$ cat src/rtl/proc_run_ctrl.sv
// proc_run_ctrl
//   Run sequencer for the 9-bit simple processor. It turns host start/step/halt
//   pulses into the processor's Run/Done handshake. Each instruction gets one
//   Run pulse, and the sequencer then waits for Done. It also keeps a shadow
//   pc and a retired-instruction count. A run stops on halt, breakpoint,
//   instruction limit, single-step completion or Done timeout.
//
// Ports
//   Clock        rising-edge clock shared with the processor datapath
//   Resetn       asynchronous active-low reset
//   start/step   1-cycle host commands, accepted only when idle (start wins)
//   halt         1-cycle request: stop once the in-flight instruction retires
//   bp_en        breakpoint enable
//   bp_addr      breakpoint address, compared against the post-retire pc
//   max_instr    per-run instruction limit, 0 = unlimited
//   Done         processor Done level, only looked at while waiting
//   Run          registered Run pulse to the processor
//   busy         high whenever the sequencer is not idle
//   pc           shadow instruction address (retired count mod 2^ADDR_W)
//   instr_cnt    total retired instructions, wraps
//   stop_cause   0 none, 1 halt, 2 step, 3 breakpoint, 4 limit, 5 timeout
//   err_timeout  sticky timeout flag, cleared only by reset
//
// state   | meaning
// --------+-----------------------------------------------------------
// IDLE    | waiting for start/step; stop_cause holds the last reason
// ISSUE   | one cycle with Run=1
// WAIT    | waiting for Done, counting towards TIMEOUT
// RETIRE  | bump pc/counters, evaluate stop conditions on updated values

module proc_run_ctrl #(
    parameter int CNT_W   = 16,
    parameter int ADDR_W  = 5,
    parameter int TIMEOUT = 64
) (
    input  logic              Clock,
    input  logic              Resetn,
    input  logic              start,
    input  logic              step,
    input  logic              halt,
    input  logic              bp_en,
    input  logic [ADDR_W-1:0] bp_addr,
    input  logic [CNT_W-1:0]  max_instr,
    input  logic              Done,
    output logic              Run,
    output logic              busy,
    output logic [ADDR_W-1:0] pc,
    output logic [CNT_W-1:0]  instr_cnt,
    output logic [2:0]        stop_cause,
    output logic              err_timeout
);

    localparam int WAIT_W = (TIMEOUT < 2) ? 1 : $clog2(TIMEOUT + 1);
    localparam logic [WAIT_W-1:0] WAIT_LAST = WAIT_W'(TIMEOUT - 1);

    localparam logic [2:0] CAUSE_NONE    = 3'd0;
    localparam logic [2:0] CAUSE_HALT    = 3'd1;
    localparam logic [2:0] CAUSE_STEP    = 3'd2;
    localparam logic [2:0] CAUSE_BP      = 3'd3;
    localparam logic [2:0] CAUSE_LIMIT   = 3'd4;
    localparam logic [2:0] CAUSE_TIMEOUT = 3'd5;

    typedef enum logic [1:0] {
        S_IDLE   = 2'd0,
        S_ISSUE  = 2'd1,
        S_WAIT   = 2'd2,
        S_RETIRE = 2'd3
    } state_t;

    state_t            state, state_nxt;
    logic              mode_step;
    logic              halt_req;
    logic [CNT_W-1:0]  run_cnt;
    logic [WAIT_W-1:0] wait_cnt;

    logic              launch, launch_step;
    logic              timeout_hit, stop_hit;
    logic [2:0]        stop_code;
    logic [ADDR_W-1:0] pc_inc;
    logic [CNT_W-1:0]  run_inc;

    assign pc_inc  = pc + 1'b1;
    assign run_inc = run_cnt + 1'b1;
    assign busy    = (state != S_IDLE);

    always_ff @(posedge Clock or negedge Resetn) begin
        if (!Resetn) begin
            state <= S_IDLE;
        end else begin
            state <= state_nxt;
        end
    end

    always_comb begin
        state_nxt   = state;
        launch      = 1'b0;
        launch_step = 1'b0;
        timeout_hit = 1'b0;
        stop_hit    = 1'b0;
        stop_code   = CAUSE_NONE;
        case (state)
            S_IDLE: begin
                if (start) begin
                    state_nxt = S_ISSUE;
                    launch    = 1'b1;
                end else if (step) begin
                    state_nxt   = S_ISSUE;
                    launch      = 1'b1;
                    launch_step = 1'b1;
                end
            end
            S_ISSUE: state_nxt = S_WAIT;
            S_WAIT: begin
                if (Done) begin
                    state_nxt = S_RETIRE;
                end else if (wait_cnt == WAIT_LAST) begin
                    state_nxt   = S_IDLE;
                    timeout_hit = 1'b1;
                end
            end
            S_RETIRE: begin
                // A halt arriving in this very cycle still counts.
                if (halt_req || halt) begin
                    stop_code = CAUSE_HALT;
                end else if (bp_en && (pc_inc == bp_addr)) begin
                    stop_code = CAUSE_BP;
                end else if ((max_instr != '0) && (run_inc == max_instr)) begin
                    stop_code = CAUSE_LIMIT;
                end else if (mode_step) begin
                    stop_code = CAUSE_STEP;
                end
                stop_hit  = (stop_code != CAUSE_NONE);
                state_nxt = stop_hit ? S_IDLE : S_ISSUE;
            end
            default: state_nxt = S_IDLE;
        endcase
    end

    always_ff @(posedge Clock or negedge Resetn) begin
        if (!Resetn) begin
            Run         <= 1'b0;
            mode_step   <= 1'b0;
            halt_req    <= 1'b0;
            run_cnt     <= '0;
            wait_cnt    <= '0;
            pc          <= '0;
            instr_cnt   <= '0;
            stop_cause  <= CAUSE_NONE;
            err_timeout <= 1'b0;
        end else begin
            // Registered Run: high exactly while the FSM sits in ISSUE.
            Run <= (state_nxt == S_ISSUE);

            if (state == S_WAIT && !Done && !timeout_hit) begin
                wait_cnt <= wait_cnt + 1'b1;
            end else begin
                wait_cnt <= '0;
            end

            if (launch) begin
                mode_step  <= launch_step;
                stop_cause <= CAUSE_NONE;
                run_cnt    <= '0;
                halt_req   <= 1'b0;
            end else if (halt) begin
                halt_req <= 1'b1;
            end

            if (state == S_RETIRE) begin
                pc        <= pc_inc;
                instr_cnt <= instr_cnt + 1'b1;
                run_cnt   <= run_inc;
                if (stop_hit) begin
                    stop_cause <= stop_code;
                end
            end

            if (timeout_hit) begin
                stop_cause  <= CAUSE_TIMEOUT;
                err_timeout <= 1'b1;
            end
        end
    end

endmodule

$ cat config.mk
export PLATFORM = sky130hd
export DESIGN_NAME = proc_run_ctrl
export DESIGN_NICKNAME = d
export VERILOG_FILES = /design/src/rtl/proc_run_ctrl.sv
export SDC_FILE = /design/constraint.sdc
export NUM_CORES = 1
export LEC_CHECK = 0
export CAP_MARGIN = 40
export CORE_ASPECT_RATIO = 1.5
export CORE_MARGIN = 4
export CORE_UTILIZATION = 63
export CTS_BUF_LIST = sky130_fd_sc_hd__clkbuf_16
export DETAILED_ROUTE_END_ITERATION = 7
export DONT_BUFFER_PORTS = 1
export GPL_ROUTABILITY_DRIVEN = 0
export MAX_ROUTING_LAYER = met4
export PLACE_DENSITY = 0.79
export REMOVE_ABC_BUFFERS = 1
export SLEW_MARGIN = 25
export SYNTH_ARGS = -nofsm -noshare
export SYNTH_HDL_FRONTEND = slang
export SYNTH_SLANG_ARGS = --single-unit
$ cat constraint.sdc
create_clock -name Clock -period 2.94 [get_ports Clock]
set_clock_uncertainty 0.05 [all_clocks]
set_input_delay 0.588 -clock Clock [delete_from_list [all_inputs] [get_ports Clock]]
set_output_delay 0.588 -clock Clock [all_outputs]
set_load 0.05 [all_outputs]
==> results.yml, run 1 <==
timing:
  rsz0062_at_grt: "false"
  hold_viol_final: 0
  layout_min_cycle_time_ns: 2.711
  setup_viol: 0
  fmax_mhz: 368.8
  fin_crit_sh: 0.9222
  finalMaxSlewViolations: 0
  fin_setup_tns_ns: 0
  setup_slack_ns: 0.2287
  slew_headroom: 0.5815
  worst_pin_slew_ns: 0.6220
floorplanning:
  die_w_um: 64.40
  core-area_sq_um: 4579
  initial_utilization: 0.6563
  dieArea_sq_um: 5962
  rows: 30
  ios: 55
  chipHeight_um: 92.59
clock_network:
  clockRootBuffer: "clkbuf_16"
  cts_tree: "done"
  clock_sinks: 53
  path_clk_slew_ns: 0.07
  clk_latency_ns: 0.29
  h-tree-depth: 2
  cts_buffers: 5
  cts_buffer_depth: 2
synthesis:
  ys_seq_area_frac: 0.4413
  syn_area_sq_um: 3005
  syn_area_per_cell_sq_um: 9.392
  async_flop_share: 1.000
  ys_warn_count: 0
  syn_inst: 320
  synth_cell_types: 43
  synth_edf_count: 0
  synth-seq-cells: 53
  synthFlopType: "dfrtp_1"
critical_path:
  critPathKind: "register to register"
  worst-path-max-fanout: 9
  worst-endpoint-arrival_ns: 2.84
  endpoint_kind: "register"
  reg2reg_setup_slack_ns: 0.23
  required_ns: 3.07
  cp-start-kind: "register"
final_layout:
  antenna_cells: 0
  syn2layout_area_growth_pct: 9.617
  drive_above_1_share: 0.1006
  layout.cells.non_filler: 392
  final_area_sq_um: 3294
  layout.nets: 359
routing:
  drt-pass1-iter-count: 4
  first_iter_violations: 188
  vias: 2353
  viasPerCell: 6.003
  drcViolationCount: 0
  wl_per_cell_um: 17.05
  drtAntennaViolNets: 0
  wirelength_mm: 6.685
place:
  placed_area_sq_um: 3099
  dp_slack_ns: 0.1906
  io_buffers: 0
  placed_cells: 382
  dpl.hpwl_mm: 4.895
run:
  max_cap_viol_count: 0
global_routing:
  gr-total-overflow: 0
  grt_max_degree: 54
  antenna_found_initial: 0
  grt_usage: 0.2442
  first_global_vias: 2411
  grt_first_pass_wirelength_mm: 11.15
power_and_ir_drop:
  p_leak_nw: 1.403
  irDropWorstVdd_mv: 0.3750
  power_w: 0.002634
  powerDensity_nw_per_um2: 799.7
worst_hold_path:
  hp-class: "primary input to async pin"
outcome:
  status: "finished clean"
placed cells by master, fill, tap and decap left out, types with 3 or more instances in the layout:
master	instances
a31oi_1	4
nand2_1	38
buf_4	11
nand2b_1	4
o21ai_0	27
nand3_1	20
a21oi_1	6
dfrtp_1	53
or3_1	4
nor4_1	5
clkbuf_16	5
xor2_1	16
nand4_1	6
o41ai_1	3
inv_1	4
nor2_1	33
and3_1	7
ha_1	4
xnor2_1	40
nand4_2	3
o31ai_1	3
routing by layer:
layer	up-vias	global-route usage	share of wire
met1	1158	0.2696	0.39
met2	56	0.4207	0.52
met3	13	0.05583	0.060
met5	-	-	0
met4	0	0.1005	0.026
li1	1126	-	-
registers in the layout, summed over array words and instances (netlist names), 2 cells and up:
register / flops
state: 2
run_cnt: 16
instr_cnt: 16
pc: 5
stop_cause: 3
wait_cnt: 7
critical path: stages (launching register included):
cell and delay (ns):
dfrtp_1 0.51, nand4_2 0.21, or4_4 0.58, or3_1 0.41, a21oi_2 0.15, nand4_2 0.16, nor3b_2 0.19, or3_1 0.34
synth_stat cells, drive strengths merged (3+ instances only):
library cell / count / area share
nand4: 9 / 0.025
dfrtp: 53 / 0.44
or4: 3 / 0.0087
a31oi: 4 / 0.0083
nand3: 21 / 0.037
o21ai: 28 / 0.047
nor2: 33 / 0.041
a21oi: 7 / 0.013
nor4: 8 / 0.026
buf: 5 / 0.012
xor2: 16 / 0.047
clkbuf: 7 / 0.0087
xnor2: 40 / 0.12
o41ai: 3 / 0.0087
nand2b: 4 / 0.0083
o31ai: 3 / 0.0075
inv: 4 / 0.0050
or3: 4 / 0.0083
nand2: 38 / 0.047
ha: 4 / 0.017
and3: 7 / 0.015
cells by family (layout without fill, tap and decap cells):
| logic type | count (synthesis) | in the layout | synth area share |
|---|---|---|---|
| xor gates and xnor gates | 57 | 57 | 0.1707 |
| buffers and inverters | 16 | 24 | 0.02539 |
| adders and majority gates | 4 | 4 | 0.01665 |
| DFF | 53 | 53 | 0.4413 |
| and+or+nand+nor | 138 | 138 | 0.2419 |
| AOI/OAI and AO/OA | 52 | 52 | 0.1041 |
stage by stage:
step,util,hold WS (ns)
2_1_floorplan,-,0.2424
3_3_place_gp,0.6768,0.2436
3_5_place_dp,0.6768,0.2436
4_1_cts,0.7148,0.1051
5_1_grt,0.7194,0.1020
6_report,0.7194,0.09393
report_power, final:
| group | switching (W) | total [W] | internal (W) |
|---|---|---|---|
| Clock | 0.000274 | 0.000592 | 0.000318 |
| Sequential | 0.000311 | 0.00117 | 0.000856 |
| Combinational | 0.000571 | 0.000876 | 0.000305 |
layout make-up:
cell class / count / area (sq um)
repair buffers: 12 / 110.1
inverters: 4 / 15.01
flip-flops and latches: 53 / 1326
well taps: 64 / 80.08
clock buffers: 5 / 125.1
clock inverters: 3 / 21.27
multi-input cells: 251 / 1617
fillers: 373 / 1285
path summary, 6_finish.rpt:
kind                                  start  cells after the start            end
worst min register to register  wait_cnt[0]                      1    wait_cnt[0]
worst max register to register   run_cnt[6]                      7  stop_cause[0]
worst max-delay path             run_cnt[6]                      7  stop_cause[0]
min in group Clock                    start                      1      mode_step
max in group asynchronous            Resetn                      1     run_cnt[7]
worst min-delay path                 Resetn                      1   instr_cnt[8]
what timing repair did:
action                                 in CTS  in global routing
hold buffers                                1                  0
gates resized for setup                     0                  2
setup endpoints to repair                   0                  1
setup buffers                               0                  1
endpoints found under the hold margin      53                  0
Note: power is estimated with default switching activity, not from simulation.
==> inputs of run 2 (changes only) <==
- MAX_ROUTING_LAYER: met4 -> unset
==> results.yml, run 2 (synthesized netlist as in run 1, its figures left out) <==
clock_network:
  cts_buffers: 5
  h-tree-depth: 2
  cts_buffer_depth: 2
  cts_tree: "done"
  path_clk_slew_ns: 0.07
  clk_latency_ns: 0.29
  clock_sinks: 53
  clockRootBuffer: "clkbuf_16"
timing:
  layout_min_cycle_time_ns: 2.712
  finalMaxSlewViolations: 0
  hold_viol_final: 0
  fmax_mhz: 368.8
  fin_crit_sh: 0.9224
  slew_headroom: 0.5878
  rsz0062_at_grt: "false"
  fin_setup_tns_ns: 0
  setup_slack_ns: 0.2283
  worst_pin_slew_ns: 0.6126
  setup_viol: 0
critical_path:
  required_ns: 3.06
  cp-start-kind: "register"
  endpoint_kind: "register"
  worst-endpoint-arrival_ns: 2.84
  critPathKind: "register to register"
  worst-path-max-fanout: 9
routing:
  vias: 2351
  wl_per_cell_um: 16.88
  drt-pass1-iter-count: 4
  wirelength_mm: 6.617
  first_iter_violations: 220
  drcViolationCount: 0
  drtAntennaViolNets: 0
  viasPerCell: 5.997
worst_hold_path:
  hp-class: "primary input to async pin"
final_layout:
  syn2layout_area_growth_pct: 9.617
  layout.cells.non_filler: 392
  antenna_cells: 0
  layout.nets: 359
  top_regs: "instr_cnt: 16 flops, run_cnt: 16 flops, wait_cnt: 7 flops"
  drive_above_1_share: 0.1006
  final_common_cell: "dfrtp_1"
  final_cell_mix: "53 x dfrtp_1, 40 x xnor2_1, 38 x nand2_1"
  fin_util: 0.7194
global_routing:
  grt_first_pass_wirelength_mm: 11.15
  antenna_found_initial: 0
  grt_max_degree: 54
  grt_usage: 0.2383
  first_global_vias: 2398
  gr-total-overflow: 0
floorplanning:
  rows: 30
  initial_utilization: 0.6563
  die_w_um: 64.40
  core-area_sq_um: 4579
  chipHeight_um: 92.59
  ios: 55
  dieArea_sq_um: 5962
power_and_ir_drop:
  p_clk_frac: 0.224
  swShare: 0.4377
  powerDensity_nw_per_um2: 798.2
  switching_power_w: 0.001151
  power.internal_w: 0.001479
  p_leak_nw: 1.403
  seqPwrFrac: 0.444
  combinationalPowerShare: 0.333
  irDropWorstVdd_mv: 0.3763
place:
  io_buffers: 0
  dp_slack_ns: 0.1906
  placed_cells: 382
  dpl.hpwl_mm: 4.895
run:
  max_cap_viol_count: 0
outcome:
  status: "finished clean"
==> run 2: cell counts in the layout (fill, tap and decap cells not counted) <==
No cell type changed its count.
==> run 2: critical path, stage by stage, from the launching register on <==
cell	delay (ns)
dfrtp_1	0.50
nand4_2	0.21
or4_4	0.58
or3_1	0.41
a21oi_2	0.15
nand4_2	0.16
nor3b_2	0.19
or3_1	0.34
==> run 2: what timing repair did <==
item	4_1_cts	5_1_grt
buffers inserted	0	1
resized for setup	0	2
endpoints found under the hold margin	53	0
setup endpoints to repair	0	1
hold buffers	1	0
==> run 2: power groups by stage <==
stage	clock network, W	registers [W]	logic [W]
5_1_grt	0.000629	0.00119	0.000960
4_1_cts	0.000594	0.00117	0.000886
3_5_place_dp	0	0.00118	0.000857
3_3_place_gp	0	0.00117	0.000835
6_report	0.000588	0.00117	0.000875
2_1_floorplan	0	0.00129	0.000495
==> run 2: per-stage QoR <==
stage                     hold slack (ns)  total power (W)  cell area, sq um
after floorplan                    0.2424         0.001784              2944
after global placement             0.2436         0.002009              3099
after detailed placement           0.2436         0.002040              3099
after CTS                          0.1051         0.002650              3273
after global routing               0.1009         0.002776              3294
final                             0.09784         0.002630              3294
==> run 2: area by class of cell <==
cell class | count | area [sq um]
repair buffers | 12 | 110.1
multi-input cells | 251 | 1617
clock inverters | 3 | 21.27
clock buffers | 5 | 125.1
fillers | 373 | 1285
well taps | 64 | 80.08
flip-flops and latches | 53 | 1326
inverters | 4 | 15.01
==> run 2: per-layer routing <==
layer	wire (um)	part of all wire	global-route usage
met1	2553	0.39	0.2696
met2	3471	0.52	0.4216
met3	420	0.063	0.05704
met4	172	0.026	0.1005
met5	0	0	0
==> run 2: final timing paths <==
path | startpoint | end | slack (ns) | cells past startpoint
setup / recovery | run_cnt[6] | stop_cause[0] | 0.23 | 7
hold / removal | Resetn | instr_cnt[8] | 0.1 | 1
setup reg to reg | run_cnt[6] | stop_cause[0] | 0.23 | 7
hold reg to reg | wait_cnt[0] | wait_cnt[0] | 0.44 | 1
max in group asynchronous | Resetn | run_cnt[7] | 2.52 | 1
min in group Clock | start | mode_step | 0.33 | 1
==> inputs of run 3 (changes only) <==
- CORE_MARGIN: 4 -> 3
- clock period: 2.94 -> 3.2 ns (I/O delays scaled with it)
==> results.yml, run 3 (synthesized netlist as in run 1, its figures left out) <==
run:
  max_cap_viol_count: 0
timing:
  fin_hold_ws_ns: 0.1508
  fin_crit_sh: 0.8658
  rsz0062_at_grt: "false"
  hold_viol_final: 0
  fmax_mhz: 360.9
  setup_viol: 0
  layout_min_cycle_time_ns: 2.771
  finalMaxSlewViolations: 0
  worst_pin_slew_ns: 0.6890
  fin_setup_tns_ns: 0
  slew_headroom: 0.5395
final_layout:
  final_common_cell: "dfrtp_1"
  layout.nets: 354
  final_area_sq_um: 3241
  antenna_cells: 0
  final_cell_mix: "53 x dfrtp_1, 40 x xnor2_1, 38 x nand2_1"
  drive_above_1_share: 0.08050
  syn2layout_area_growth_pct: 7.827
  top_regs: "instr_cnt: 16 flops, run_cnt: 16 flops, wait_cnt: 7 flops"
global_routing:
  met1_usage: 0.2815
  gr-total-overflow: 0
  grt_first_pass_wirelength_mm: 10.89
  antenna_found_initial: 0
  first_global_vias: 2395
  grtUsageMet3: 0.05729
  grt_usage: 0.2420
  use_met2: 0.4227
  grt_max_degree: 54
  grt-busiest-layer: "met2"
clock_network:
  cts_tree: "done"
  cts_buffers: 5
  cts_setup_buffers: 0
  cts_hold_buffers: 1
  clk_latency_ns: 0.29
  cts-resized-gates: 0
  clockRootBuffer: "clkbuf_16"
  clock_sinks: 53
  h-tree-depth: 2
  cts_buffer_depth: 2
  path_clk_slew_ns: 0.07
critical_path:
  worst-endpoint-arrival_ns: 2.89
  r2r-start: "run_cnt[0]"
  worst-path-max-fanout: 6
  required_ns: 3.32
  crit_chain: "ha_1, nand4_1, nor3_1, xnor2_1, nor4_2, nand4_2, nor3b_2, or3_1"
  startpoint: "run_cnt[0]"
  endpoint_kind: "register"
  cp-start-kind: "register"
  slowest_delay_ns: 0.44
  critPathKind: "register to register"
  cp_slowest_cell: "dfrtp_1"
outcome:
  status: "finished clean"
floorplanning:
  core-area_sq_um: 4579
  die_w_um: 62.40
  dieArea_sq_um: 5652
  ios: 55
  rows: 30
  initial_utilization: 0.6563
  chipHeight_um: 90.59
place:
  dpl.hpwl_mm: 4.686
  placed_area_sq_um: 3062
  io_buffers: 0
power_and_ir_drop:
  powerDensity_nw_per_um2: 735.9
  p_leak_nw: 1.359
  irDropWorstVdd_mv: 0.3649
routing:
  drtAntennaViolNets: 0
  wirelength_mm: 6.432
  first_iter_violations: 120
  viasPerCell: 5.920
  vias: 2291
  wl_per_cell_um: 16.62
  drt-pass1-iter-count: 5
  drcViolationCount: 0
worst_hold_path:
  hp-class: "primary input to async pin"
-- run 3: critical path, delay by kind of cell, from the launching register on --
family,cells,cell delay (ns)
AND/OR/NAND/NOR,6,1.71
XOR/XNOR,1,0.16
adder cells (fa/ha/maj),1,0.30
flip-flops,1,0.44
-- run 3: where the power goes --
group          internal (W)  leakage, nW  total [W]  switching, W
sequential         0.000786        0.708    0.00113      0.000343
combinational      0.000262        0.583   0.000729      0.000467
clock              0.000287       0.0672   0.000527      0.000240
-- run 3: final timing paths --
kind                                 end  slack (ns)  cells past startpoint
setup / recovery           stop_cause[0]        0.43                      8
hold / removal              instr_cnt[7]        0.15                      1
setup reg to reg           stop_cause[0]        0.43                      8
hold reg to reg              wait_cnt[0]        0.42                      1
max in group asynchronous       halt_req        2.72                      1
min in group Clock             mode_step        0.38                      1
-- run 3: routing by layer --
metal  vias up  wire, um
met2        54      3410
met5         -         0
met1      1110      2535
li1       1115         -
met3        12       336
met4         0       150
-- run 3: area by class of cell --
class | instances | area (sq um)
multi-input cells | 251 | 1603
fillers | 370 | 1339
flip-flops and latches | 53 | 1326
clock buffers | 5 | 125.1
well taps | 64 | 80.08
repair buffers | 7 | 72.57
clock inverters | 3 | 18.77
inverters | 4 | 15.01
-- run 3: stage by stage --
step	total power (W)	std cells	setup WS, ns	utilization
after floorplan	0.001639	308	0.7092	-
after global placement	0.001812	377	0.5589	0.6686
after detailed placement	0.001836	377	0.4494	0.6686
after CTS	0.002387	386	0.4314	0.7060
after global routing	0.002513	387	0.1816	0.7077
final	0.002385	387	0.4294	0.7077
